--- src/rtl/synth_pkg.sv ---
// Shared types and constants for the beat-driven note scheduler.
// Imported by the scheduler top and its per-voice timers.
package synth_pkg;
  typedef enum logic [1:0] {IDLE, PICK, ISSUE} sched_state_t;
  localparam int DUR_W = 3;
  localparam logic [1:0] REST_BITS = 2'b00;
  localparam int NOTE_W = 6;
endpackage

--- src/rtl/voice_timer.sv ---
// Per-voice beat countdown; the voice sounds while the count is non-zero.
// A load wins over a coincident beat so a fresh note keeps its full length.
module voice_timer
  import synth_pkg::*;
(
  input  logic           clk,
  input  logic           nrst,
  input  logic           en,
  input  logic           beat,
  input  logic           load,
  input  logic [DUR_W:0] dur,
  output logic           active,
  output logic [DUR_W:0] count
);

  localparam logic [DUR_W:0] ONE = 1;

  logic [DUR_W:0] cnt_q, cnt_d;

  always_comb begin
    cnt_d = cnt_q;
    if (load) begin
      cnt_d = dur;
    end else if (beat && en && cnt_q != '0) begin
      cnt_d = cnt_q - ONE;
    end
  end

  always_ff @(posedge clk or negedge nrst) begin
    if (!nrst) begin
      cnt_q <= '0;
    end else begin
      cnt_q <= cnt_d;
    end
  end

  assign active = (cnt_q != '0);
  assign count  = cnt_q;

endmodule

--- src/rtl/rng_note_scheduler.sv ---
// Turns the random stream into note events on each tempo beat and
// hands them round-robin to free voices over a valid/ready handshake.
module rng_note_scheduler
  import synth_pkg::*;
#(
  parameter int NUM_VOICES = 4,
  parameter int DROP_W     = 8
)(
  input  logic                         clk,
  input  logic                         nrst,
  input  logic                         en,
  input  logic [15:0]                  beat_len,
  input  logic [15:0]                  rng_out,
  input  logic [NOTE_W-1:0]            rng_note,
  output logic                         evt_valid,
  input  logic                         evt_ready,
  output logic [$clog2(NUM_VOICES)-1:0] evt_voice,
  output logic [NOTE_W-1:0]            evt_note,
  output logic [NUM_VOICES-1:0]        voice_on,
  output logic [NUM_VOICES*NOTE_W-1:0] voice_note,
  output logic [DROP_W-1:0]            drop_cnt
);

  localparam int VW = $clog2(NUM_VOICES);
  typedef logic [VW-1:0] vidx_t;

  logic [15:0] cnt_q, cnt_d, len_q, len_cur;
  logic        beat;

  sched_state_t      state_q, state_d;
  logic              pend_q, pend_d;
  logic              drop_inc, ev_set, hs, rest, free_ok;
  logic [15:0]       rng_q;
  logic [NOTE_W-1:0] note_q;
  logic [DUR_W:0]    dur, edur_q;
  vidx_t             free_v, rr_q;
  logic              evt_valid_q;
  vidx_t             evt_voice_q;
  logic [NOTE_W-1:0] evt_note_q;
  logic [DROP_W-1:0] drop_q;
  logic [NOTE_W-1:0] vnote_q [NUM_VOICES];
  logic [DUR_W:0]    tcnt [NUM_VOICES];
  logic [NUM_VOICES-1:0] von, load;
  logic              unused_rng;

  // Beat length is latched at the start of each period.
  always_comb begin
    len_cur = len_q;
    if (cnt_q == '0) len_cur = (beat_len == '0) ? 16'd1 : beat_len;
    beat  = en && (cnt_q == len_cur - 16'd1);
    cnt_d = '0;
    if (en && !beat) cnt_d = cnt_q + 16'd1;
  end

  assign dur  = {1'b0, rng_q[DUR_W-1:0]} + {{DUR_W{1'b0}}, 1'b1};
  assign rest = (rng_q[15:14] == REST_BITS);
  assign hs   = (state_q == ISSUE) && evt_ready;
  assign unused_rng = ^rng_q[13:DUR_W];

  // Lowest offset from rr_q wins, so scan downward.
  always_comb begin
    free_ok = 1'b0;
    free_v  = rr_q;
    for (int i = NUM_VOICES - 1; i >= 0; i--) begin
      if (tcnt[rr_q + vidx_t'(i)] == '0) begin
        free_ok = 1'b1;
        free_v  = rr_q + vidx_t'(i);
      end
    end
  end

  always_comb begin
    state_d  = state_q;
    pend_d   = pend_q;
    drop_inc = 1'b0;
    ev_set   = 1'b0;
    unique case (state_q)
      IDLE: if (beat) state_d = PICK;
      PICK: begin
        if (!rest && free_ok) begin
          state_d = ISSUE;
          ev_set  = 1'b1;
          if (beat) pend_d = 1'b1;
        end else begin
          if (!rest) drop_inc = 1'b1;
          state_d = beat ? PICK : IDLE;
        end
      end
      ISSUE: begin
        if (evt_ready) begin
          state_d = (beat || pend_q) ? PICK : IDLE;
          pend_d  = 1'b0;
          if (beat && pend_q) drop_inc = 1'b1;
        end else if (beat) begin
          pend_d = 1'b1;
          if (pend_q) drop_inc = 1'b1;
        end
      end
      default: state_d = IDLE;
    endcase
  end

  always_ff @(posedge clk or negedge nrst) begin
    if (!nrst) begin
      cnt_q       <= '0;
      len_q       <= 16'd1;
      state_q     <= IDLE;
      pend_q      <= 1'b0;
      rng_q       <= '0;
      note_q      <= '0;
      evt_valid_q <= 1'b0;
      evt_voice_q <= '0;
      evt_note_q  <= '0;
      edur_q      <= '0;
      rr_q        <= '0;
      drop_q      <= '0;
      for (int v = 0; v < NUM_VOICES; v++) vnote_q[v] <= '0;
    end else begin
      cnt_q   <= cnt_d;
      len_q   <= len_cur;
      state_q <= state_d;
      pend_q  <= pend_d;
      if (beat) begin
        rng_q  <= rng_out;
        note_q <= rng_note;
      end
      if (ev_set) begin
        evt_valid_q <= 1'b1;
        evt_voice_q <= free_v;
        evt_note_q  <= note_q;
        edur_q      <= dur;
      end else if (hs) begin
        evt_valid_q <= 1'b0;
      end
      if (hs) begin
        rr_q <= evt_voice_q + vidx_t'(1);
        vnote_q[evt_voice_q] <= evt_note_q;
      end
      if (drop_inc && drop_q != '1) drop_q <= drop_q + DROP_W'(1);
    end
  end

  for (genvar v = 0; v < NUM_VOICES; v++) begin : g_voice
    assign load[v] = hs && (evt_voice_q == vidx_t'(v));
    voice_timer u_tmr (
      .clk   (clk),
      .nrst  (nrst),
      .en    (en),
      .beat  (beat),
      .load  (load[v]),
      .dur   (edur_q),
      .active(von[v]),
      .count (tcnt[v])
    );
    assign voice_note[v*NOTE_W +: NOTE_W] = vnote_q[v];
  end

  assign evt_valid = evt_valid_q;
  assign evt_voice = evt_voice_q;
  assign evt_note  = evt_note_q;
  assign voice_on  = von;
  assign drop_cnt  = drop_q;

endmodule

--- config.mk ---
export PLATFORM = sky130hd
export DESIGN_NAME = rng_note_scheduler
export DESIGN_NICKNAME = d
export VERILOG_FILES = /design/src/rtl/synth_pkg.sv /design/src/rtl/voice_timer.sv /design/src/rtl/rng_note_scheduler.sv
export SDC_FILE = /design/constraint.sdc
export NUM_CORES = 1
export LEC_CHECK = 0
export CAP_MARGIN = 15
export CORE_ASPECT_RATIO = 0.8
export CORE_MARGIN = 1
export CORE_UTILIZATION = 40
export CTS_BUF_LIST = sky130_fd_sc_hd__clkbuf_8
export CTS_CLUSTER_DIAMETER = 80
export DETAILED_ROUTE_END_ITERATION = 8
export DONT_BUFFER_PORTS = 1
export GPL_TIMING_DRIVEN = 0
export PLACE_DENSITY = 0.6
export SLEW_MARGIN = 20
export SYNTH_ARGS = -nofsm -noshare
export SYNTH_HDL_FRONTEND = slang
export SYNTH_SLANG_ARGS = --single-unit
--- constraint.sdc ---
create_clock -name clk -period 4.6 [get_ports clk]
set_input_delay 0.69 -clock clk [delete_from_list [all_inputs] [get_ports clk]]
set_output_delay 0.69 -clock clk [all_outputs]
set_load 0.005 [all_outputs]
======== After elaboration in Yosys (flattened, before gate mapping) ========
Index checks and enable logic that the tools add are counted.
Widths: inputs -> output; s select.
storage, ports and cells
  flip-flop bits (word level) ............. 120
cells by class
  add/subtract/negate cells ............... 12
  order comparisons ....................... 6
  equality and inequality tests ........... 10
  mux-type cells .......................... 55
  bitwise operators ....................... 5
  reductions and logical operators ........ 40
operators by type and width
  operator               number
  $mux 4                 16
  $mux 16                3
  $bmux 4 s2             4
  $logic_not 16->1       2
  $bwmux 24              1
  $mux 1                 19
  $add 16x1->16 const B  1
  $eq 16x16->1           1
  $logic_and 1x1->1      16
  $logic_not 4->1        4
  $reduce_bool 4->1      4
  $sub 16x1->16 const B  1
  $sub 4x1->4 const B    4
  $ge 3x3->1 const B     5
  $not 2->3              5
  $mux 2                 7
  $demux 6 s2            1
  $reduce_bool 2->1      6
  $add 8x1->8 const B    1
  $ne 8x8->1 const B     1
  $eq 2x2->1 const B     3
  $logic_not 2->1        3
  $mux 6                 1
  $ne 2x2->1 const B     3
  other kinds (10)       16

======== Logic depth before layout (Yosys ltp) ========
Gate-level depths: netlist (run 1).
  depth in word-level cells ............... 14
  gate-level depth with buffers ........... 20
  depth with buffers taken out ............ 16

======== Cells and area by module ========
A second synthesis (run 1) with hierarchy kept.
unflattened totals
  cells, all modules ...................... 650
  area total of the unflattened synthesis .. 6361.1 um2
modules (own cells, without submodules)
  module              times used  cells an instance  area an instance (um2)
  rng_note_scheduler  1           530                5245.0
  voice_timer         4           30                 279.0

======== Least setup slack after synthesis (run 1) ========
Ideal clock, no wire load.
  path type ............................... flip-flop to flip-flop
  from .................................... register cnt_q[0]
  to ...................................... register g_voice[1].u_tmr.cnt_q[3]
  library setup time ...................... 0.082 ns
  arrival time ............................ 4.516 ns
  required time ........................... 4.518 ns
  setup slack ............................. 0.002 ns
  stages on the path, launching flop included .. 20
  path buffers ............................ 3
  path through ............................ dfrtp_1 inv_1 ha_1 nor4b_4 nand4_4 buf_6 buf_1 nand2_1 and2_1 ha_1 or3b_2 nor4_1 xnor2_1 mux2i_1 xnor2_1 nand4_2 or3_1 buf_2 or4_1 a31oi_1
between the ends
  cells in the longest elaborated chain, start to end .. 8
ends and longest elaborated chain
  element                              line                       RTL
  start: declaration                   rng_note_scheduler.sv:27   logic [15:0] cnt_q, cnt_d, len_q, len_cur;
  start signal: assignment             rng_note_scheduler.sv:119  cnt_q <= cnt_d;
  $logic_not 16->1                     rng_note_scheduler.sv:49   if (cnt_q == '0) len_cur = (beat_len == '0) ? 16'd1 : beat_len;
  $mux 16                              rng_note_scheduler.sv:49
  $sub 16x1->16                        rng_note_scheduler.sv:50   beat = en && (cnt_q == len_cur - 16'd1);
  $eq 16x16->1 (*)                     rng_note_scheduler.sv:50
  $logic_and 1x1->1 (*)                rng_note_scheduler.sv:50
  $logic_and 1x1->1 (*) (2 in series)  voice_timer.sv:24          end else if (beat && en && cnt_q != '0) begin
  $reduce_bool 2->1 (no line) (*)      --
  end signal: assignment               voice_timer.sv:33          cnt_q <= cnt_d;
  end: declaration                     voice_timer.sv:18          logic [DUR_W:0] cnt_q, cnt_d;
Mark *: on every way between the ends. The rest lies on a longest branch, timed or not.
A chain may end at the register's enable or synchronous reset.

======== Final worst setup path (run 1) ========
Same ends and word-level chain as after synthesis.

==> results.sh, run 1 <==
export IMPL_crit_path_max_fanout=5
export IMPL_dr_first_iter_drc_count=399
export IMPL_setup_viol=0
export IMPL_via_per_inst=5.49
export IMPL_track_usage=0.202
export IMPL_first_pass_iters=7
export IMPL_slew_violations=0
export IMPL_power_density_nw_per_um2=279
export IMPL_syn_inst=637
export IMPL_cts_root_buf="clkbuf_8"
export IMPL_required_ns=4.91
export IMPL_switching_share=0.294
export IMPL_synth_edf_count=0
export IMPL_clock_sinks=109
export IMPL_drc_errors=0
export IMPL_tightestPinTransition_ns=0.939
export IMPL_yosys_warnings=0
export IMPL_crit_path_end_kind="register"
export IMPL_avgSynthCellArea_um2=9.86
export IMPL_post_drt_wl_per_cell_um=17.6
export IMPL_routed_top_layer="met4"
export IMPL_clockPowerShare=0.302
export IMPL_synthTopCellsByArea="dfrtp_1, mux2_2, nand2_1"
export IMPL_dp_hpwl_um=10900
export IMPL_vias=4867
export IMPL_syn_area_um2=6280
export IMPL_die_area_um2=16200
export IMPL_grt_pass1_vias=4823
export IMPL_io_buffers=0
export IMPL_numCtsBuffers=9
export IMPL_leakagePower_nw=3.18
export IMPL_wl_met1_um=7260
export IMPL_cts_tree="yes"
export IMPL_drtAntennaViolNets=0
export IMPL_start_util=0.414
export IMPL_p_sw_w=0.000592
export IMPL_rsz0062_at_grt="yes"
export IMPL_overflow=0
export IMPL_p_seq_frac=0.512
export IMPL_yosysTopAreaCell="dfrtp_1"
export IMPL_relSlewSlack=0.370
export IMPL_irDropWorstVdd_v=0.000146
export IMPL_finalWirelength_um=15600
export IMPL_critPathArrivalTime_ns=4.86
export IMPL_fin_ws_ns=0.0527
export IMPL_syn_num_nets=696
export IMPL_combPwrFrac=0.186
export IMPL_die_w_um=142
export IMPL_finalCriticalPeriod_ns=4.55
export IMPL_grt_pass1_wl_um=25300
export IMPL_clock_latency_ns=0.38
export IMPL_finish_utilization=0.476
export IMPL_wl_met3_um=1160
export IMPL_wl_met2_um=7000
export IMPL_hold_class="input pin to async pin"
export IMPL_yosysUniqueCellTypes=71
export IMPL_ys_ff_latch=109
export IMPL_fin_skew_ns=0.0134
export IMPL_cts_max_path_buffers=2
export IMPL_synth_common_cells="dfrtp_1, nand2_1, nor2_1, mux2_2, inv_1"
export IMPL_place_congestion=0.870
export IMPL_grt_antenna_before_repair=0
export IMPL_clk_pin_slew_worst_paths_ns=0.11
export IMPL_drive_gt1_frac=0.226
export IMPL_dp_worst_setup_slack_ns=-1.26
export IMPL_area_growth_syn_to_layout_pct=15.0
export IMPL_synthFlopType="dfrtp_1"
export IMPL_diodes=0
export IMPL_async_reset_ff_frac=1.00
export IMPL_finalHoldViolations=0
export IMPL_clock_fmax_mhz=220
export IMPL_netlist_area_leader_share=0.430
export IMPL_boundaryPins=87
export IMPL_criticalPathCategory="register to register"
export IMPL_status="completed"
export IMPL_cap_violations=0
export IMPL_cell_internal_pwr_w=0.00142
export IMPL_core_um2=15200
export IMPL_final_nets=731
export IMPL_synth_most_common_cell="dfrtp_1"
export IMPL_whs_ns=0.139
export IMPL_finalCritPeriodShare=0.989
export IMPL_fillCellCount=1377
export IMPL_num_rows=40
export IMPL_start_kind="register"
export IMPL_yosysSeqAreaShare=0.435
export IMPL_htreeDepth=3
export IMPL_grt_max_degree=109
export IMPL_dieHeight_um=114
[what timing repair did]
item | in CTS | in global routing
cloned | 0 | 1
gates resized for setup | 30 | 29
hold buffers | 1 | 0
buffers inserted | 14 | 9
pin swaps | 13 | 20
hold endpoints to repair | 108 | 0
setup endpoints to repair | 54 | 42
[routing by layer]
metal,vias to the layer above,GRT usage
met4,0,0.0616
li1,2307,-
met2,162,0.304
met1,2382,0.283
met5,-,0
met3,16,0.0552
[power groups by stage]
stage | Clock, W | Combinational (W) | Sequential (W)
2_1_floorplan | 0 | 0.000230 | 0.00104
3_3_place_gp | 0 | 0.000284 | 0.00105
3_5_place_dp | 0 | 0.000288 | 0.00105
4_1_cts | 0.000636 | 0.000357 | 0.00103
5_1_grt | 0.000666 | 0.000409 | 0.00103
6_report | 0.000609 | 0.000374 | 0.00103
[cell families (layout without fill, tap and decap cells)]
group           count (synthesis)  in the layout  synth area share
mux                            52             52            0.0909
compound gates                 94             94             0.106
fa+ha+maj                      17             17            0.0339
simple gates                  263            263             0.227
buf+inv                        59             99            0.0472
xor+xnor                       43             43            0.0612
flops                         109            109             0.435
[cells in the final DEF (no fill, tap or decap), drive strengths merged, types with 13 or more instances in the layout]
cell type,n
buf,37
xnor2,23
nand3,15
dfrtp,108
nand2,91
and3,13
clkbuf,25
o21ai,30
inv,34
mux2,40
or3,14
nor4,17
nor2,49
xor2,20
ha,17
[metrics by stage]
step / area [um^2] / TNS, ns / total power, W / std cells
floorplan: 6280 / 0 / 0.00127 / 637
global placement: 6540 / -45.95 / 0.00133 / 847
detailed placement: 6540 / -48.02 / 0.00134 / 847
CTS: 7010 / -0.224 / 0.00202 / 878
global route: 7220 / -0.489 / 0.00211 / 887
finish: 7220 / 0 / 0.00201 / 887
[sequential cells by signal, summed over array words and instances, names as in the netlist]
| name | flops |
|---|---|
| note_q | 6 |
| drop_cnt | 8 |
| state_q | 2 |
| evt_voice | 2 |
| len_q | 16 |
| evt_note | 6 |
| cnt_q | 16 |
| evt_valid | 1 |
| rr_q | 2 |
| g_voice.u_tmr.count | 16 |
| pend_q | 1 |
| rng_q | 5 |
| voice_note | 24 |
| edur_q | 4 |
[area by class of cell]
cell class	instances	area [um^2]	area share
buffer	28	216	0.0300
clock buffer	10	138	0.0191
clock inverter	6	67.6	0.00936
inverter	30	113	0.0156
multi-input combinational	469	3460	0.479
sequential	109	2730	0.378
tap	210	263	0.0364
timing repair buffer	25	233	0.0322
[worst paths after layout]
| check | startpoint | endpoint | slack [ns] | depth (start not counted) |
|---|---|---|---|---|
| setup / recovery | cnt_q[0]$_DFF_PN0_ | g_voice[1].u_tmr.count[3]$_DFFE_PN0P_ | 0.05 | 18 |
| hold / removal | nrst | len_q[0]$_DFF_PN1_ | 0.14 | 0 |
| setup reg to reg | cnt_q[0]$_DFF_PN0_ | g_voice[1].u_tmr.count[3]$_DFFE_PN0P_ | 0.05 | 18 |
| hold reg to reg | note_q[5]$_DFFE_PN0P_ | note_q[5]$_DFFE_PN0P_ | 0.51 | 1 |
| max in group asynchronous | nrst | voice_note[13]$_DFFE_PN0P_ | 3.91 | 1 |
| min in group clk | beat_len[7] | len_q[7]$_DFF_PN0_ | 0.42 | 2 |
[worst max-delay path, cell delays in order (launching register included)]
cell,delay [ns]
dfrtp_2,0.43
inv_2,0.07
ha_4,0.11
nor4b_4,0.31
nand4_4,0.19
buf_6,0.18
a311oi_4,0.27
or2_4,0.18
ha_4,0.18
or3b_4,0.41
nor4_4,0.15
xnor2_1,0.15
mux2i_1,0.12
xnor2_1,0.28
nand4_2,0.25
or3_4,0.48
buf_8,0.15
or4_1,0.40
a31oi_1,0.17
(Power assumes the default switching activity.)
==> run 2: changes to the inputs <==
--- a/config.mk
+++ b/config.mk
@@ -7,7 +7,7 @@
 export LEC_CHECK = 0
 export CAP_MARGIN = 15
 export CORE_ASPECT_RATIO = 0.8
-export CORE_MARGIN = 1
+export CORE_MARGIN = 2
 export CORE_UTILIZATION = 40
 export CTS_BUF_LIST = sky130_fd_sc_hd__clkbuf_8
 export CTS_CLUSTER_DIAMETER = 80
==> run 2 against run 1 <==
Cell area is 2.0% lower. Clock-buffer cell count shrank 1. Sequential power about the same. Critical path depth decreased by 2. Die area up 3.2%. Worst setup slack improved by 0.13 ns. Critical path type unchanged. Critical endpoint unchanged. Highest routed layer unchanged.
==> results.sh, run 2 (synthesis gave the netlist of run 1 again) <==
export IMPL_start_kind="register"
export IMPL_grt_pass1_vias=4828
export IMPL_finalCriticalPeriod_ns=4.42
export IMPL_core_um2=15200
export IMPL_drc_errors=0
export IMPL_drive_gt1_frac=0.208
export IMPL_cap_violations=0
export IMPL_finalHoldViolations=0
export IMPL_crit_path_end_kind="register"
export IMPL_finish_utilization=0.467
export IMPL_grt_antenna_before_repair=0
export IMPL_cts_tree="yes"
export IMPL_clockPowerShare=0.327
export IMPL_vias=4871
export IMPL_worstPathCellList="nor4b_4, nand4_4, buf_8, buf_4, nand2_1, and2_4, ha_4, or3b_4, nor4_2, mux2i_1, xor2_1, a211oi_2, nand4_2, or3_4, or4_4, a31oi_1"
export IMPL_cts_max_path_buffers=2
export IMPL_diodes=0
export IMPL_final_common_cell="dfrtp_1"
export IMPL_grt_max_degree=109
export IMPL_cp_slowest_cell="or3_4"
export IMPL_dieHeight_um=116
export IMPL_clock_sinks=109
export IMPL_r2r_cells=16
export IMPL_post_drt_wl_per_cell_um=17.9
export IMPL_whs_ns=0.133
export IMPL_switching_share=0.296
export IMPL_num_rows=40
export IMPL_clock_latency_ns=0.39
export IMPL_p_sw_w=0.000614
export IMPL_die_area_um2=16700
export IMPL_grt_pass1_wl_um=25000
export IMPL_finalCritPeriodShare=0.960
export IMPL_die_w_um=144
export IMPL_dr_first_iter_drc_count=356
export IMPL_p_seq_frac=0.496
export IMPL_fin_ws_ns=0.183
export IMPL_start_util=0.414
export IMPL_finalWirelength_um=15700
export IMPL_ff2ff_setup_slack_ns=0.18
export IMPL_rsz0062_at_grt="yes"
export IMPL_relSlewSlack=0.517
export IMPL_reg2reg_to="g_voice[1].u_tmr.count[3]$_DFFE_PN0P_"
export IMPL_overflow=0
export IMPL_combPwrFrac=0.177
export IMPL_drtAntennaViolNets=0
export IMPL_criticalPathCategory="register to register"
export IMPL_final_nets=722
export IMPL_cts_root_buf="clkbuf_8"
export IMPL_dp_hpwl_um=11200
export IMPL_boundaryPins=87
export IMPL_fillCellCount=1385
export IMPL_fin_skew_ns=0.0102
export IMPL_via_per_inst=5.55
export IMPL_crit_path_max_fanout=11
export IMPL_tightestPinTransition_ns=0.719
export IMPL_cp_slowest_stage_delay_ns=0.52
export IMPL_power_density_nw_per_um2=293
export IMPL_place_congestion=0.857
export IMPL_cell_internal_pwr_w=0.00146
export IMPL_r2r_start="cnt_q[14]$_DFF_PN0_"
export IMPL_clk_pin_slew_worst_paths_ns=0.11
export IMPL_htreeDepth=3
export IMPL_io_buffers=0
export IMPL_dp_worst_setup_slack_ns=-1.20
export IMPL_leakagePower_nw=3.12
export IMPL_status="completed"
export IMPL_slew_violations=0
export IMPL_clock_fmax_mhz=226
export IMPL_required_ns=4.91
export IMPL_area_growth_syn_to_layout_pct=12.7
export IMPL_hold_class="input pin to async pin"
export IMPL_numCtsBuffers=9
export IMPL_setup_viol=0
export IMPL_track_usage=0.194
export IMPL_irDropWorstVdd_v=0.000140
export IMPL_layout_common_cells="dfrtp_1, nand2_1, nor2_1"
export IMPL_critPathArrivalTime_ns=4.73
export IMPL_largest_register_ffs=24
export IMPL_first_pass_iters=5
==> run 2: routing by layer <==
layer	wire length, um	part of all wire	vias up	track usage
li1	-	-	2287	-
met1	7280	0.46	2423	0.277
met2	7190	0.46	148	0.290
met3	1100	0.070	13	0.0525
met4	155	0.0099	0	0.0523
met5	0	0	-	0
==> run 2: final cells by class <==
class	instances	area, um^2	share of cell area
multi-input cells	469	3390	0.479
flip-flops and latches	109	2730	0.386
well taps	210	263	0.0371
plain buffers	28	205	0.0290
repair buffers	16	140	0.0198
clock buffers	9	124	0.0175
inverters	30	113	0.0159
clock inverters	7	106	0.0150
==> run 2: per-stage QoR <==
| stage | std cells | instance area (um^2) | setup TNS (ns) | total power [W] |
|---|---|---|---|---|
| after floorplan | 637 | 6280 | 0 | 0.00127 |
| after global placement | 847 | 6540 | -42.52 | 0.00133 |
| after detailed placement | 847 | 6540 | -43.82 | 0.00134 |
| after CTS | 874 | 6960 | 0 | 0.00207 |
| after global routing | 878 | 7070 | -0.0272 | 0.00217 |
| final | 878 | 7070 | 0 | 0.00208 |
==> run 2: power by group through the flow <==
stage	Sequential (W)	Combinational (W)	Clock (W)
6_report	0.00103	0.000367	0.000678
5_1_grt	0.00104	0.000401	0.000735
4_1_cts	0.00103	0.000348	0.000695
3_5_place_dp	0.00105	0.000291	0
3_3_place_gp	0.00105	0.000285	0
2_1_floorplan	0.00104	0.000230	0
==> run 2: how the worst max path moves through the flow <==
stage,from,end,slack [ns],depth (start not counted)
5_1_grt,cnt_q[0]$_DFF_PN0_,g_voice[1].u_tmr.count[3]$_DFFE_PN0P_,-0.03,18
3_3_place_gp,cnt_q[0]$_DFF_PN0_,g_voice[0].u_tmr.count[2]$_DFFE_PN0P_,-1.16,19
3_5_place_dp,cnt_q[0]$_DFF_PN0_,g_voice[1].u_tmr.count[2]$_DFFE_PN0P_,-1.20,19
2_1_floorplan,cnt_q[0]$_DFF_PN0_,g_voice[1].u_tmr.count[3]$_DFFE_PN0P_,0.002,19
4_1_cts,cnt_q[3]$_DFF_PN0_,g_voice[1].u_tmr.count[3]$_DFFE_PN0P_,0.02,19
6_report,cnt_q[14]$_DFF_PN0_,g_voice[1].u_tmr.count[3]$_DFFE_PN0P_,0.18,16
==> run 2: worst max-delay path: cells and delay by family (launching register included) <==
| family | cells | cell delay, ns |
|---|---|---|
| muxes | 1 | 0.11 |
| xor gates and xnor gates | 1 | 0.19 |
| buffers and inverters | 2 | 0.34 |
| and+or+nand+nor | 9 | 2.61 |
| DFF | 1 | 0.49 |
| AOI/OAI and AO/OA | 2 | 0.43 |
| adders and majority gates | 1 | 0.16 |
==> run 2: timing repair <==
item                                   in CTS  in global routing
endpoints found under the hold margin     108                  0
pin swaps                                   9                 12
setup buffers                              10                  5
resized for setup                          23                 14
setup endpoints to repair                  54                 39
hold buffers                                1                  0
